===== config.mk =====
export PLATFORM = sky130hd
export DESIGN_NAME = seq_divider_flat
export DESIGN_NICKNAME = d
export VERILOG_FILES = /design/src/rtl/seq_divider_if.sv /design/src/rtl/seq_divider.sv /design/src/flat_wrapper.sv
export SDC_FILE = /design/constraint.sdc
export NUM_CORES = 1
export LEC_CHECK = 0
export CAP_MARGIN = 20
export CORE_ASPECT_RATIO = 1.1
export CORE_MARGIN = 3
export CORE_UTILIZATION = 30
export CTS_CLUSTER_SIZE = 28
export DETAILED_ROUTE_END_ITERATION = 10
export GPL_ROUTABILITY_DRIVEN = 1
export PLACE_DENSITY = 0.48
export SETUP_SLACK_MARGIN = 0.1
export SKIP_LAST_GASP = 1
export SLEW_MARGIN = 20
export SYNTH_ARGS = -nofsm -noshare
export SYNTH_HDL_FRONTEND = slang
export SYNTH_SLANG_ARGS = --single-unit

===== constraint.sdc =====
create_clock -name clk -period 6.4 [get_ports clk]
set_input_delay 0.64 -clock clk [delete_from_list [all_inputs] [get_ports clk]]
set_output_delay 0.64 -clock clk [all_outputs]
set_load 0.02 [all_outputs]

===== src/rtl/seq_divider_if.sv =====
// ============================================================================
// Module  : seq_divider_if
// Brief   : EX-stage <-> sequential divider request/response bundle.
// Revision: 1.0
// ============================================================================
`default_nettype none

interface seq_divider_if #(
  parameter int WIDTH = 32
);
  logic                 div_en;
  logic                 signed_div;
  logic                 cancel;
  logic [WIDTH-1:0]     operand_1;
  logic [WIDTH-1:0]     operand_2;
  logic                 done;
  logic                 busy;
  logic [2*WIDTH-1:0]   result;

  modport master (
    output div_en, signed_div, cancel, operand_1, operand_2,
    input  done, busy, result
  );

  modport slave (
    input  div_en, signed_div, cancel, operand_1, operand_2,
    output done, busy, result
  );
endinterface

`default_nettype wire


===== src/rtl/seq_divider.sv =====
// ============================================================================
// Module  : seq_divider
// Brief   : Multi-cycle restoring divider, signed/unsigned, {rem, quo} result.
// Revision: 1.0
// ============================================================================
`default_nettype none

module seq_divider #(
  parameter int WIDTH = 32
) (
  input  logic          clk,
  input  logic          rst,
  seq_divider_if.slave  bus
);

  localparam int              CW     = $clog2(WIDTH + 1);
  localparam logic [1:0]      S_IDLE = 2'd0;
  localparam logic [1:0]      S_BUSY = 2'd1;
  localparam logic [1:0]      S_DONE = 2'd2;
  localparam logic [WIDTH-1:0] ONE   = WIDTH'(1);
  localparam logic [CW-1:0]   LAST   = CW'(WIDTH - 1);

  logic [1:0]         state_q,  state_d;
  logic [CW-1:0]      count_q,  count_d;
  logic [WIDTH-1:0]   quo_q,    quo_d;
  logic [WIDTH-1:0]   rem_q,    rem_d;
  logic [WIDTH-1:0]   op1_q,    op1_d;
  logic [WIDTH-1:0]   op2_q,    op2_d;
  logic               signed_q, signed_d;
  logic [2*WIDTH-1:0] result_q, result_d;

  logic               start;
  logic               last_step;
  logic [WIDTH-1:0]   dvsr_mag;
  logic [WIDTH:0]     rem_shift;
  logic [WIDTH:0]     rem_diff;
  logic               step_fits;
  logic [WIDTH-1:0]   rem_step;
  logic [WIDTH-1:0]   quo_step;
  logic               quo_neg;
  logic               rem_neg;
  logic               done;
  logic               busy;

  function automatic logic [WIDTH-1:0] negate_if(input logic [WIDTH-1:0] v, input logic neg);
    return neg ? (~v + ONE) : v;
  endfunction

  assign start     = (state_q == S_IDLE) && bus.div_en && !bus.cancel;
  assign last_step = (count_q == LAST);

  // Magnitude of the most negative value wraps to itself, which reads
  // correctly as an unsigned magnitude.
  assign dvsr_mag  = negate_if(op2_q, signed_q & op2_q[WIDTH-1]);
  assign rem_shift = {rem_q, quo_q[WIDTH-1]};
  assign rem_diff  = rem_shift - {1'b0, dvsr_mag};
  assign step_fits = !rem_diff[WIDTH];
  assign rem_step  = step_fits ? rem_diff[WIDTH-1:0] : rem_shift[WIDTH-1:0];
  assign quo_step  = {quo_q[WIDTH-2:0], step_fits};
  assign quo_neg   = signed_q & (op1_q[WIDTH-1] ^ op2_q[WIDTH-1]);
  assign rem_neg   = signed_q & op1_q[WIDTH-1];

  always_ff @(posedge clk) begin
    if (rst) begin
      state_q  <= S_IDLE;
      count_q  <= '0;
      quo_q    <= '0;
      rem_q    <= '0;
      op1_q    <= '0;
      op2_q    <= '0;
      signed_q <= 1'b0;
      result_q <= '0;
    end else begin
      state_q  <= state_d;
      count_q  <= count_d;
      quo_q    <= quo_d;
      rem_q    <= rem_d;
      op1_q    <= op1_d;
      op2_q    <= op2_d;
      signed_q <= signed_d;
      result_q <= result_d;
    end
  end

  always_comb begin
    state_d = state_q;
    case (state_q)
      S_IDLE:  if (start) state_d = (bus.operand_2 == '0) ? S_DONE : S_BUSY;
      S_BUSY:  if (last_step) state_d = S_DONE;
      S_DONE:  state_d = S_IDLE;
      default: state_d = S_IDLE;
    endcase
    if (bus.cancel) state_d = S_IDLE;
  end

  always_comb begin
    count_d  = count_q;
    quo_d    = quo_q;
    rem_d    = rem_q;
    op1_d    = op1_q;
    op2_d    = op2_q;
    signed_d = signed_q;
    result_d = result_q;
    if (start) begin
      op1_d    = bus.operand_1;
      op2_d    = bus.operand_2;
      signed_d = bus.signed_div;
      quo_d    = negate_if(bus.operand_1, bus.signed_div & bus.operand_1[WIDTH-1]);
      rem_d    = '0;
      count_d  = '0;
      if (bus.operand_2 == '0) result_d = {bus.operand_1, {WIDTH{1'b1}}};
    end else if (state_q == S_BUSY && !bus.cancel) begin
      quo_d   = quo_step;
      rem_d   = rem_step;
      count_d = count_q + CW'(1);
      if (last_step) result_d = {negate_if(rem_step, rem_neg), negate_if(quo_step, quo_neg)};
    end
  end

  always_comb begin
    done = (state_q == S_DONE) && !bus.cancel;
    busy = (state_q == S_BUSY);
  end

  assign bus.done   = done;
  assign bus.busy   = busy;
  assign bus.result = result_q;

endmodule

`default_nettype wire


===== src/flat_wrapper.sv =====
// flat-port wrapper written by rule: the top's interface ports become plain ports
module seq_divider_flat 
#(
  parameter int WIDTH = 32
)
  (clk, rst, bus_div_en, bus_signed_div, bus_cancel, bus_operand_1, bus_operand_2, bus_done, bus_busy, bus_result);
  seq_divider_if #(.WIDTH(WIDTH)) bus_i ();
  input  logic clk;
  input  logic rst;
  input wire logic [$bits(bus_i.div_en)-1:0] bus_div_en;
  input wire logic [$bits(bus_i.signed_div)-1:0] bus_signed_div;
  input wire logic [$bits(bus_i.cancel)-1:0] bus_cancel;
  input wire logic [$bits(bus_i.operand_1)-1:0] bus_operand_1;
  input wire logic [$bits(bus_i.operand_2)-1:0] bus_operand_2;
  output wire logic [$bits(bus_i.done)-1:0] bus_done;
  output wire logic [$bits(bus_i.busy)-1:0] bus_busy;
  output wire logic [$bits(bus_i.result)-1:0] bus_result;
  assign bus_i.div_en = bus_div_en;
  assign bus_i.signed_div = bus_signed_div;
  assign bus_i.cancel = bus_cancel;
  assign bus_i.operand_1 = bus_operand_1;
  assign bus_i.operand_2 = bus_operand_2;
  assign bus_done = bus_i.done;
  assign bus_busy = bus_i.busy;
  assign bus_result = bus_i.result;
  seq_divider #(.WIDTH(WIDTH)) u_core (.clk(clk), .rst(rst), .bus(bus_i));
endmodule

==> run summary <==
The post-synthesis cell count was 1577. After detailed routing, the average wire length per cell comes to 19.1 microns. Leaving out fill and tap cells, the most frequent cells in the layout are 252 x nand2_1, 183 x nor2_1, 170 x dfxtp_1, 139 x a21oi_1, 133 x clkdlybuf4s50_1. The slew of the pin with the lowest slew margin is 931 ps.

For the worst setup path, the data required time is 6770 ps. The share of flip-flops with an asynchronous set or reset after synthesis works out to 0. The largest total area in the synthesized netlist belongs to dfxtp_1. The remaining max-slew budget at the tightest pin was 0.379; the total number of clock tree sinks was 170.

The worst setup path is launched from a register. The tools report the area occupied by multi-input gates as 7840 sq um. The overall die area came out at 41300 sq um. The startpoint identified for the worst register-to-register timing path is u_core.op2_q[0]. The count of final max-slew check failures was 0; the count of routing violations after the opening detailed-route iteration was 816.

The synthesized net count was 1684. The effective utilization at floorplan is 0.305. For the worst-skew pair, the clock arrives at the later sink with an insertion delay of 460 ps. The post-route core utilization is 0.366. The biggest fanout along the worst timing path is 11.

The floorplan step set the die width to 194 microns. Derived from the worst setup path, the maximum achievable clock frequency is 173 MHz. For the part of the Yosys area used for sequential elements, the log shows 0.292.

The final layout contains routed wiring with a total length of 41400 microns. Summing over every cut layer, the via total after detailed routing is 11600. In this run, synthesis inferred 0 flip-flops with an integrated enable. Among all flip-flop cells after synthesis, the most frequent one is dfxtp_1. The number of library cell types mapped by synthesis is 80, and the final weighted congestion in routability-driven placement is 0.844. The most prevalent standard cell on the critical path was nand2_1. The worst register-to-register path has a setup slack of 620 ps. Combinational share of power: 0.291. Path type of the worst setup path: reg2reg.

The pin count of the biggest net entering global routing was 82; the overall routing resource usage was 0.196. The first global-routing pass estimated 64000 microns of wire. The share of power burned in the clock network was 0.339; the overall power of the completed layout was 3.05 mW. After detailed routing, the number of remaining DRC violations is 0. The run gives 5 as the number of optimization iterations in the first detailed-route pass.

The kind of path behind the tightest hold check is reg2reg. The floorplan row count is 75, and the total negative setup slack is 0 ps. Across all setup checks in the final design, the least slack found is 617 ps. In this run the remaining antenna-violating nets after routing total 0. The worst register-to-register path ends at u_core.bus.result[62].

The die height was 213 microns. The most common cell after layout, fill and taps aside is nand2_1. Between clock sinks in the finished design, the worst skew comes to 14.6 ps. The count of maximum capacitance violations was 0. From synthesis to final layout, the design area changed by 20.3%.

0 antenna diodes ended up in the layout. In this run the worst setup path terminates at u_core.bus.result[62]. STA puts the critical path data arrival time at 6150 ps. Among all stages on the critical path, the largest delay is contributed by ha_1. The post-placement setup slack was 149 ps. Tracing the worst setup path back leads to its startpoint at u_core.op2_q[0]. The number of global-route vias before repair was 11100; the power per cell area was 217 nW/um^2. The proportion of netlist area held by the largest area contributor is 0.292. For this run, the number of Yosys warnings is 0. During placement, the flow inserted port buffers numbering 134.

Counting cells, the worst reg-to-reg path comes to 29. The number of filler instances in the final layout is 4110, and the total congestion overflow is 0. A synthesized cell averages 7.39 sq um. The share of power burned in registers was 0.370. The clock-pin slew of the registers on the worst-case setup and hold paths came out at 80 ps.

The internal portion of the total power is 1.94 mW. The post-route minimum period is 5780 ps, and the placeable core area is 38300 sq um. The mapped netlist covers 11700 sq um.

In the final design database the tool counted 1758 nets. The hold violation total from the final report was 0. CTS placed an instance of clkbuf_16 at the clock tree root.

Setup violations remaining at the end of the flow were counted as 0. The run finished with clean final reports. For this design the total switching power over the nets is 1.11 mW. The part of the cycle the worst path needs is 0.904, and the mean number of vias per cell is 5.37. The ratio of cells with drive above 1 in the final layout was 0.0559; the critical path's largest stage delay was 370 ps. The sequential cells in the finished layout cover a total of 3400 sq um. The leakage power of the design came out at 4.86 nW. The initial antenna violation count was 0.

Synthesis inferred 170 register bits. Setup repair after global routing left no endpoint under its margin. The post-DP HPWL came out at 31900 microns.

TritonCTS built the clock tree. Ranked by total cell area, the synthesized netlist is headed by dfxtp_1 29%, nand2_1 8.1%, a21oi_1 6.0%. Pin placement for this block handled 135 I/O pins. The logs give 2 for the buffer levels on the longest clock path and 4 for the number of H-tree levels.

The switching power share of the total is 0.364. The largest vdd supply drop came out at 0.177 mV. The worst setup path is captured at a register. Buffers inserted during clock tree synthesis total 17.
[kinds of logic after synthesis]
family | synth area share
adders and majority gates | 0.0414
and+or+nand+nor | 0.242
AOI/OAI and AO/OA | 0.249
muxes | 0.0243
xor gates and xnor gates | 0.109
buffers and inverters | 0.0428
DFF | 0.292
[registers in the layout (all words and copies together) (netlist names)]
| name | count |
|---|---|
| u_core.state_q | 2 |
| u_core.count_q | 6 |
| u_core.bus.result | 64 |
| u_core.quo_q | 32 |
| u_core.rem_q | 32 |
| u_core.op1_q | 1 |
| u_core.signed_q | 1 |
| u_core.op2_q | 32 |
[worst max-delay path, delay by kind of cell (launching register included)]
family	cells	cell delay (ps)
and+or+nand+nor	11	1790
xor gates and xnor gates	2	350
buffers and inverters	5	740
AOI/OAI and AO/OA	8	1680
DFF	1	330
adders and majority gates	3	790
[cell usage after synthesis (6+ instances only)]
cell type / number
a2111oi_0: 6
a211oi_1: 56
a21o_1: 9
a21oi_1: 139
a221oi_1: 15
a311oi_1: 34
a31oi_1: 21
and2_1: 9
and3_1: 6
buf_1: 6
buf_2: 9
clkbuf_1: 87
dfxtp_1: 170
ha_1: 37
inv_1: 27
mux2i_1: 26
nand2_1: 253
nand2b_1: 9
nand3_1: 15
nand4_1: 16
nor2_1: 184
nor2b_1: 8
nor3_1: 53
nor4_1: 29
o211ai_1: 8
o21a_1: 12
o21ai_0: 71
o21ai_1: 9
o31ai_1: 14
or3_1: 12
or4_1: 6
xnor2_1: 76
xor2_1: 69
[through the flow]
stage / std cells / hold WS (ps) / cell area, sq um
floorplan: 1577 / 436 / 11700
global placement: 2130 / 446 / 13400
detailed placement: 2130 / 456 / 13400
CTS: 2161 / 466 / 14000
global route: 2163 / 493 / 14000
finish: 2163 / 468 / 14000
[cell type report]
type | instances | area share
clock buffers | 17 | 0.0303
clock inverters | 14 | 0.00874
inverters | 28 | 0.00749
multi-input cells | 1277 | 0.559
flip-flops and latches | 170 | 0.243
well taps | 500 | 0.0446
repair buffers | 157 | 0.108
[power by group through the flow]
stage / combinational, mW / sequential [mW] / clock [mW]
final: 0.887 / 1.13 / 1.03
after global routing: 0.976 / 1.13 / 1.09
after CTS: 0.874 / 1.13 / 1.06
after detailed placement: 0.871 / 1.15 / 0
after global placement: 0.868 / 1.15 / 0
after floorplan: 0.610 / 1.14 / 0
[timing repair]
action | in CTS | in global routing
endpoints found under the setup margin | 0 | 35
hold buffers | 0 | 0
resized for setup | 0 | 9
setup buffers | 0 | 2
[how the worst min path moves through the flow]
stage / startpoint / to / depth (start not counted)
6_report: u_core.bus.result[33] / u_core.bus.result[33] / 2
5_1_grt: u_core.bus.result[33] / u_core.bus.result[33] / 2
4_1_cts: u_core.bus.result[33] / u_core.bus.result[33] / 2
3_5_place_dp: u_core.bus.result[33] / u_core.bus.result[33] / 2
3_3_place_gp: u_core.bus.result[33] / u_core.bus.result[33] / 2
2_1_floorplan: u_core.op2_q[1] / u_core.op2_q[1] / 2
[routing by layer]
layer | global-route usage | part of all wire
met1 | 0.264 | 0.47
met2 | 0.330 | 0.47
met3 | 0.0237 | 0.040
met4 | 0.0607 | 0.023
met5 | 0 | 0
Note: power is estimated with default switching activity, not from simulation.
